$ cat config.mk
export PLATFORM = sky130hd
export DESIGN_NAME = keypad_entry
export DESIGN_NICKNAME = d
export VERILOG_FILES = /design/src/rtl/keypad_entry.sv
export SDC_FILE = /design/constraint.sdc
export NUM_CORES = 1
export LEC_CHECK = 0
export CAP_MARGIN = 20
export CORE_UTILIZATION = 44
export DETAILED_ROUTE_END_ITERATION = 8
export PLACE_DENSITY = 0.68
export SETUP_SLACK_MARGIN = 0.2
export SYNTH_ARGS = -nofsm -noshare
export SYNTH_HDL_FRONTEND = slang
export SYNTH_SLANG_ARGS = --single-unit
$ cat constraint.sdc
create_clock -name clk -period 3.7 [get_ports clk]
set_clock_uncertainty 0.15 [all_clocks]
set_input_delay 0.74 -clock clk [delete_from_list [all_inputs] [get_ports clk]]
set_output_delay 0.74 -clock clk [all_outputs]
set_load 0.01 [all_outputs]
$ cat src/rtl/keypad_entry.sv
// -----------------------------------------------------------------------------
// keypad_entry
//
// Turns raw key presses from a 20-to-5 key encoder into a multi-digit BCD
// entry. The encoder outputs are asynchronous to clk, so they pass through a
// two-flop synchronizer. A third strobe flop provides rising-edge detection,
// which makes each physical press produce exactly one event.
//
// Key map: 0-9 digit, 16 ENTER, 17 BACKSPACE, 18 CLEAR, others invalid.
//
// Ports
//   clk     in   system clock, rising edge
//   nrst    in   asynchronous active-low reset
//   code    in   [4:0] encoder key index (asynchronous)
//   strobe  in   encoder "any key pressed" (asynchronous)
//   value   out  [4*DIGITS-1:0] entered BCD digits, newest digit in [3:0]
//   count   out  number of valid digits held (0..DIGITS)
//   press   out  one-cycle pulse per detected key event
//   err     out  one-cycle pulse on a rejected key
//   done    out  high while a completed entry is presented
// -----------------------------------------------------------------------------
module keypad_entry #(
    parameter int DIGITS = 4
) (
    input  logic                         clk,
    input  logic                         nrst,
    input  logic [4:0]                   code,
    input  logic                         strobe,
    output logic [4*DIGITS-1:0]          value,
    output logic [$clog2(DIGITS+1)-1:0]  count,
    output logic                         press,
    output logic                         err,
    output logic                         done
);

    localparam int VW = 4 * DIGITS;
    localparam int CW = $clog2(DIGITS + 1);
    localparam logic [CW-1:0] FULL = CW'(DIGITS);
    localparam logic [CW-1:0] ONE  = CW'(1);

    localparam logic [4:0] KEY_ENTER = 5'd16;
    localparam logic [4:0] KEY_BKSP  = 5'd17;
    localparam logic [4:0] KEY_CLEAR = 5'd18;

    typedef enum logic [0:0] {
        S_ENTRY = 1'b0,
        S_DONE  = 1'b1
    } state_t;

    // Synchronizer and edge-detect flops
    logic [4:0] code_s1_q, code_s2_q;
    logic       strobe_s1_q, strobe_s2_q, strobe_s3_q;

    // Entry state and registered outputs
    state_t         state_q, state_d;
    logic [VW-1:0]  value_q, value_d;
    logic [CW-1:0]  count_q, count_d;
    logic           press_q, press_d;
    logic           err_q, err_d;
    logic           done_q, done_d;

    logic       press_event;
    logic [4:0] key;
    logic       is_digit;
    logic       is_enter;
    logic       is_bksp;
    logic       is_clear;

    always_ff @(posedge clk or negedge nrst) begin
        if (!nrst) begin
            code_s1_q   <= '0;
            code_s2_q   <= '0;
            strobe_s1_q <= 1'b0;
            strobe_s2_q <= 1'b0;
            strobe_s3_q <= 1'b0;
        end else begin
            code_s1_q   <= code;
            code_s2_q   <= code_s1_q;
            strobe_s1_q <= strobe;
            strobe_s2_q <= strobe_s1_q;
            strobe_s3_q <= strobe_s2_q;
        end
    end

    // Only the rising edge of the synchronized strobe counts, so a held key,
    // or a code change while the strobe stays high, yields no new event.
    assign press_event = strobe_s2_q & ~strobe_s3_q;
    assign key         = code_s2_q;
    assign is_digit    = (key <= 5'd9);
    assign is_enter    = (key == KEY_ENTER);
    assign is_bksp     = (key == KEY_BKSP);
    assign is_clear    = (key == KEY_CLEAR);

    always_comb begin
        state_d = state_q;
        value_d = value_q;
        count_d = count_q;
        press_d = press_event;
        err_d   = 1'b0;

        if (press_event) begin
            if (!(is_digit || is_enter || is_bksp || is_clear)) begin
                // Invalid key: flag it and leave everything else alone
                err_d = 1'b1;
            end else begin
                unique case (state_q)
                    S_ENTRY: begin
                        if (is_digit) begin
                            if (count_q < FULL) begin
                                // Left shift drops nothing useful; for DIGITS=1
                                // the shifted term is zero and this is a load.
                                value_d = (value_q << 4) | VW'(key[3:0]);
                                count_d = count_q + ONE;
                            end else begin
                                err_d = 1'b1;
                            end
                        end else if (is_enter) begin
                            if (count_q != '0) begin
                                state_d = S_DONE;
                            end else begin
                                err_d = 1'b1;
                            end
                        end else if (is_bksp) begin
                            if (count_q != '0) begin
                                value_d = value_q >> 4;
                                count_d = count_q - ONE;
                            end
                        end else begin
                            value_d = '0;
                            count_d = '0;
                        end
                    end
                    S_DONE: begin
                        if (is_digit) begin
                            // A digit after ENTER starts a fresh entry
                            value_d = VW'(key[3:0]);
                            count_d = ONE;
                            state_d = S_ENTRY;
                        end else if (is_clear) begin
                            value_d = '0;
                            count_d = '0;
                            state_d = S_ENTRY;
                        end else if (is_bksp) begin
                            // Resume editing the presented value
                            state_d = S_ENTRY;
                            if (count_q != '0) begin
                                value_d = value_q >> 4;
                                count_d = count_q - ONE;
                            end
                        end
                        // ENTER while done is a no-op
                    end
                    default: begin
                        state_d = S_ENTRY;
                    end
                endcase
            end
        end

        done_d = (state_d == S_DONE);
    end

    always_ff @(posedge clk or negedge nrst) begin
        if (!nrst) begin
            state_q <= S_ENTRY;
            value_q <= '0;
            count_q <= '0;
            press_q <= 1'b0;
            err_q   <= 1'b0;
            done_q  <= 1'b0;
        end else begin
            state_q <= state_d;
            value_q <= value_d;
            count_q <= count_d;
            press_q <= press_d;
            err_q   <= err_d;
            done_q  <= done_d;
        end
    end

    assign value = value_q;
    assign count = count_q;
    assign press = press_q;
    assign err   = err_q;
    assign done  = done_q;

endmodule

==> results of run 1 <==
## state kept, by name (all words and copies together) (netlist names)
name	count
value	16
code_s1_q	5
code_s2_q	5
count	3
done	1
err	1
press	1
strobe_s1_q	1
strobe_s2_q	1
strobe_s3_q	1
## cell type report
cell class	instances	area [um^2]	area share, %
well taps	48	60.1	2.80
clock inverters	1	5.00	0.233
clock buffers	7	76.3	3.56
inverters	5	18.8	0.875
flip-flops and latches	35	876	40.8
repair buffers	30	298	13.9
multi-input cells	95	811	37.8
## metal layers
layer | track usage, % | part of all wire, % | up-vias | routed length [um]
met2 | 26.8 | 46 | 29 | 1630
met3 | 5.56 | 4.1 | 6 | 143
met4 | 6.52 | 1.6 | 0 | 57
li1 | - | - | 606 | -
met1 | 25.9 | 48 | 644 | 1690
met5 | 0 | 0 | - | 0
## path summary, 6_finish.rpt
kind | startpoint | endpoint | depth (start not counted)
max in group asynchronous | nrst | count[1]$_DFFE_PN0P_ | 2
worst min register to register | code_s1_q[2]$_DFF_PN0_ | code_s2_q[2]$_DFF_PN0_ | 0
worst max-delay path | code_s2_q[1]$_DFF_PN0_ | value[2]$_DFFE_PN0P_ | 5
worst max register to register | code_s2_q[1]$_DFF_PN0_ | value[2]$_DFFE_PN0P_ | 5
min in group asynchronous | nrst | strobe_s2_q$_DFF_PN0_ | 2
worst min-delay path | code_s1_q[2]$_DFF_PN0_ | code_s2_q[2]$_DFF_PN0_ | 0
## kinds of logic after synthesis
| family | share of synthesized area (%) |
|---|---|
| flip-flops | 49.0 |
| multiplexers | 0.560 |
| buffers and inverters | 5.67 |
| AND/OR/NAND/NOR | 12.8 |
| adder cells (fa/ha/maj) | 2.10 |
| AO/OA/AOI/OAI | 29.9 |
## power by group through the flow
stage	Clock, mW	Sequential, mW	Combinational (mW)
finish	0.264	0.491	0.325
global route	0.286	0.498	0.358
CTS	0.272	0.490	0.328
detailed placement	0	0.496	0.326
global placement	0	0.497	0.322
floorplan	0	0.488	0.217
## stage by stage
stage / area, um^2 / power, mW / cells / setup WS (ns) / utilization, %
after detailed placement: 2060 / 0.823 / 213 / 1.20 / 54.7
after floorplan: 1790 / 0.705 / 146 / 1.81 / -
after CTS: 2140 / 1.09 / 221 / 1.17 / 56.9
after global placement: 2060 / 0.819 / 213 / 1.29 / 54.7
after global routing: 2140 / 1.14 / 221 / 0.984 / 56.9
final: 2140 / 1.08 / 221 / 1.17 / 56.9
## cell usage in the layout (no fill, tap or decap), drive strengths merged, types with 3 or more instances in the layout
master,count
a31oi,6
dfrtp,35
o2bb2ai,13
a22oi,11
nand2b,4
a32o,5
o21ai,6
inv,5
nor3,4
clkdlybuf4s50,29
ha,3
nor2,10
clkbuf,7
a21oi,7
==> Implementation_results.wiki, run 1 <==
{| class="wikitable"
! Metric !! Value
|-
| Peak ir drop on the vdd network || 0.237 mV
|-
| Number of buffers inserted by hold repair at cts || 0
|-
| Average instance area after synthesis || 12.2 um^2
|-
| Iteration-0 DRC Markers || 47
|-
| Final setup violation count || 0
|-
| Combined area of all synthesized cells || 0.00179 mm^2
|-
| Total clock sinks || 35
|-
| Vias in the first global route || 1177
|-
| Die area || 0.00432 mm^2
|-
| Sequential share of the synthesized area || 49.0%
|-
| Worst-path maximum fanout || 16
|-
| Longest individual stage delay on the worst path || 0.53 ns
|-
| Initial core utilization || 47.4%
|-
| Cells traversed along the worst timing path || o21a_1 > nor3_4 > a21oi_2 > nand2_1 > o2bb2ai_1
|-
| Portion of total power attributed to the clock network || 24.5%
|-
| Tightest hold margin || 0.198 ns
|-
| Share of final-layout standard cells stronger than drive strength 1 || 18.5%
|-
| Largest cells by area after synthesis || sky130_fd_sc_hd__dfrtp_1 49%, sky130_fd_sc_hd__o2bb2ai_2 8.4%, sky130_fd_sc_hd__a22oi_1 4.6%, sky130_fd_sc_hd__a32o_2 2.5%, sky130_fd_sc_hd__a31oi_1 2.1%
|-
| Final weighted congestion in routability-driven placement || 0.768
|-
| Most frequently used cell type in the post-synthesis netlist || sky130_fd_sc_hd__dfrtp_1
|-
| Register bit total from synthesis || 35
|-
| Diode insertion count for antenna repair || 0
|-
| Slew Limit Fails || 0
|-
| Slowest stage cell, crit path || sky130_fd_sc_hd__nand2_1
|-
| Net switching fraction of the power || 33.0%
|-
| Unrepaired setup endpoints after global routing || false
|-
| Max_cap viols || 0
|-
| EDFF count, synth || 0
|-
| Total vias in the final route || 1285
|-
| Cell count after synthesis || 146
|-
| Crit path time final || 2.53 ns
|-
| Reg2reg setup slack || 1.17 ns
|-
| Synth warn || 0
|-
| Clock-pin slew on the worst setup and hold paths || 0.07 ns
|-
| Wire length of the first global-routing pass || 5910 um
|-
| Net count after synthesis || 157
|-
| Buffers added on ports || 29
|-
| Power Dens Cells || 504 mW/mm^2
|-
| Ys flop type || sky130_fd_sc_hd__dfrtp_1
|-
| Portion of total power attributed to combinational logic || 30.1%
|-
| Max H-tree Level || 2
|-
| Relative area change from synthesis to final layout || 19.9%
|-
| Number of nets in the layout || 183
|-
| Maximum number of pins on one net before global-route repair || 36
|-
| Status || finished, final reports clean
|-
| Worst Path Class, Setup || flop to flop
|-
| Endpoint class of the critical path || flop
|-
| Family of cells with the greatest summed delay on the critical path || simple AND/OR/NAND/NOR gates
|-
| Area of the placeable core || 0.00377 mm^2
|-
| TritonCTS clock tree || built
|-
| Path class of the lowest-slack min-delay path || flop to flop
|-
| Sw power || 0.357 mW
|-
| Length of the first detailed-routing pass in iterations || 4
|-
| Number of buffers and inverters on the critical path || 0
|-
| Clock root buffer master || sky130_fd_sc_hd__clkbuf_8
|-
| Number of endpoints with negative hold slack in the final report || 0
|-
| Critical path required time || 3.70 ns
|-
| Post-CTS Setup Repair Bufs || 0
|-
| Total negative setup slack || 0 ns
|-
| Post-detailed-routing wire length || 3520 um
|-
| Mean routed wirelength per cell || 15.9 um
|-
| Clock tree buffer depth || 2
|-
| Cell type contributing the most total cell area after synthesis || sky130_fd_sc_hd__dfrtp_1
|-
| Asr flop ratio synth || 100%
|-
| P_int || 0.723 mW
|-
| Via density per instance || 5.81
|-
| Initial antenna violation count || 0
|-
| CTS buffer count || 5
|-
| Flop pwr share || 45.5%
|-
| HPWL after detailed placement || 2290 um
|-
| CTS resizes || 0
|-
| Final period utilization || 68.3%
|-
| Peak Freq || 0.396 GHz
|-
| Number of inserted filler cells in the final layout || 301
|-
| Static leakage power || 0.838 nW
|-
| Final ANT Viol Nets || 0
|-
| Commonest cells in the synthesized netlist || 35 x sky130_fd_sc_hd__dfrtp_1, 11 x sky130_fd_sc_hd__a22oi_1, 10 x sky130_fd_sc_hd__o2bb2ai_2
|-
| Count of pins on the block boundary || 30
|-
| Grt ovf || 0
|-
| Area share of the largest cell type after synthesis || 49.0%
|-
| Arrival @ worst endpoint || 2.53 ns
|-
| Startpoint type of the worst setup path || flop
|-
| Global router's overall resource usage || 18.5%
|-
| Number of distinct standard cells referenced by the synthesized netlist || 46
|-
| Die width || 65.7 um
|-
| Clock latency of the later-clocked register in the worst-skew pair || 0.29 ns
|-
| Chip height || 65.7 um
|-
| Remaining max-slew budget at the tightest pin || 47.2%
|-
| # DRC || 0
|-
| Placement Rows || 22
|-
| Pin slew with the least headroom to its limit || 0.792 ns
|}
Power figures use the tool's default switching activity.
==> run 2: changes to the inputs <==
clock period = 2.6 ns   (was 3.7 ns; I/O delays follow)
==> run 2 against run 1 <==
  * Critical path type is now flop to output pin
  * Via count rose by 2.6%
  * Worst hold slack improved by 0.0030 ns
  * Design area rose by 3.4%
==> Implementation_results.wiki, run 2 (synthesized netlist as in run 1, its figures left out) <==
{| class="wikitable"
! Metric !! Value
|-
| Status || finished, final reports clean
|-
| Global router's overall resource usage || 18.5%
|-
| Share of final-layout standard cells stronger than drive strength 1 || 21.1%
|-
| Max_cap viols || 0
|-
| Peak Freq || 0.440 GHz
|-
| Length of the first detailed-routing pass in iterations || 4
|-
| Peak ir drop on the vdd network || 0.429 mV
|-
| Clock tree buffer depth || 2
|-
| Number of endpoints with negative hold slack in the final report || 0
|-
| CTS buffer count || 5
|-
| Mean routed wirelength per cell || 15.5 um
|-
| Buffers added on ports || 29
|-
| Number of buffers and inverters on the critical path || 1
|-
| Crit path time final || 2.27 ns
|-
| Clock root buffer master || sky130_fd_sc_hd__clkbuf_8
|-
| Worst-path maximum fanout || 17
|-
| Number of buffers inserted by hold repair at cts || 0
|-
| Remaining max-slew budget at the tightest pin || 63.9%
|-
| Post-route setup slack || 0.325 ns
|-
| Total negative setup slack || 0 ns
|-
| Origin of the worst setup path || done$_DFFE_PN0P_
|-
| Initial core utilization || 47.4%
|-
| Most frequent cells in the layout || 35 x sky130_fd_sc_hd__dfrtp_1, 29 x sky130_fd_sc_hd__clkdlybuf4s50_1, 11 x sky130_fd_sc_hd__a22oi_1
|-
| Final setup violation count || 0
|-
| Iteration-0 DRC Markers || 52
|-
| Max H-tree Level || 2
|-
| Clock latency of the later-clocked register in the worst-skew pair || 0.29 ns
|-
| Vias in the first global route || 1255
|-
| Clock-pin slew on the worst setup and hold paths || 0.08 ns
|-
| Largest register FFs || 16
|-
| Total vias in the final route || 1318
|-
| Maximum number of pins on one net before global-route repair || 36
|-
| Die width || 65.7 um
|-
| Place WS || 0.374 ns
|-
| Unrepaired setup endpoints after global routing || false
|-
| Leading cell type in the layout, fill and taps excluded || sky130_fd_sc_hd__dfrtp_1
|-
| Area of the placeable core || 0.00377 mm^2
|-
| Final ANT Viol Nets || 0
|-
| Diode insertion count for antenna repair || 0
|-
| Startpoint type of the worst setup path || flop
|-
| Total clock sinks || 35
|-
| Path class of the lowest-slack min-delay path || flop to flop
|-
| Relative area change from synthesis to final layout || 24.0%
|-
| Endpoint class of the critical path || output pin
|-
| Post-detailed-routing wire length || 3470 um
|-
| Pin slew with the least headroom to its limit || 0.542 ns
|-
| Post-layout power || 1.76 mW
|-
| Post-CTS Setup Repair Bufs || 0
|-
| Initial antenna violation count || 0
|-
| Hold wc startpoint || code_s1_q[2]$_DFF_PN0_
|-
| Longest individual stage delay on the worst path || 0.68 ns
|-
| Family of cells with the greatest summed delay on the critical path || flip-flops
|-
| Slowest stage cell, crit path || sky130_fd_sc_hd__dfrtp_1
|-
| # DRC || 0
|-
| Critical path required time || 1.93 ns
|-
| Slew Limit Fails || 0
|-
| Die area || 0.00432 mm^2
|-
| Power Dens Cells || 793 mW/mm^2
|-
| Beginning of the worst register-to-register path || done$_DFFE_PN0P_
|-
| Placement Rows || 22
|-
| Number of nets in the layout || 185
|-
| Number of inserted filler cells in the final layout || 291
|-
| Worst Path Class, Setup || flop to output pin
|-
| Static leakage power || 0.872 nW
|-
| Grt ovf || 0
|-
| Count of pins on the block boundary || 30
|-
| TritonCTS clock tree || built
|-
| Wire length of the first global-routing pass || 5990 um
|-
| Arrival @ worst endpoint || 1.60 ns
|-
| HPWL after detailed placement || 2350 um
|-
| Final weighted congestion in routability-driven placement || 0.851
|-
| Via density per instance || 5.91
|-
| Chip height || 65.7 um
|-
| Cells traversed along the worst timing path || clkdlybuf4s50_1
|-
| Final period utilization || 87.5%
|}
-- run 2: per-layer routing --
layer,track usage (%),vias up,part of all wire (%)
met5,0,-,0
li1,-,610,-
met3,4.17,7,5.1
met2,28.3,42,49
met4,8.97,0,1.8
met1,24.6,659,44
-- run 2: worst paths after layout --
path,endpoint,slack [ns],depth (start not counted)
max in group asynchronous,value[14]$_DFFE_PN0P_,1.51,2
min,code_s2_q[2]$_DFF_PN0_,0.20,0
min in group asynchronous,code_s2_q[3]$_DFF_PN0_,0.48,2
min reg2reg,code_s2_q[2]$_DFF_PN0_,0.20,0
max reg2reg,value[13]$_DFFE_PN0P_,0.46,5
max,done,0.33,1
-- run 2: cell type report --
type	instances	area [um^2]	area share (%)
inverter	5	18.8	0.846
clock inverter	3	67.6	3.05
clock buffer	5	68.8	3.10
timing repair buffer	32	313	14.1
tap	48	60.1	2.71
multi-input combinational	95	813	36.7
sequential	35	876	39.5
-- run 2: per-stage QoR --
stage	hold WS, ns	area, um^2	utilization [%]	std cells
2_1_floorplan	0.0744	1790	-	146
3_3_place_gp	0.184	2080	55.1	215
3_5_place_dp	0.185	2080	55.1	215
4_1_cts	0.202	2210	58.7	223
5_1_grt	0.207	2220	58.8	223
6_report	0.201	2220	58.8	223
-- run 2: power by group --
part           leakage (nW)  internal [mW]  total, mW  switching (mW)
Clock                0.0644          0.382      0.586           0.204
Combinational         0.361          0.247      0.472           0.225
Sequential            0.446          0.602      0.700          0.0981
Total                 0.872           1.23       1.76           0.527
-- run 2: timing repair --
item | in CTS | in global routing
setup endpoints to repair | 0 | 11
hold endpoints to repair | 0 | 0
gates resized for setup | 0 | 1
==> run 3: changes to the inputs <==
CTS_CLUSTER_SIZE = 40   (was unset)
SLEW_MARGIN = 0   (was unset)
==> results of run 3 <==
Final layout, timing and power as in run 2 (identical DEF).
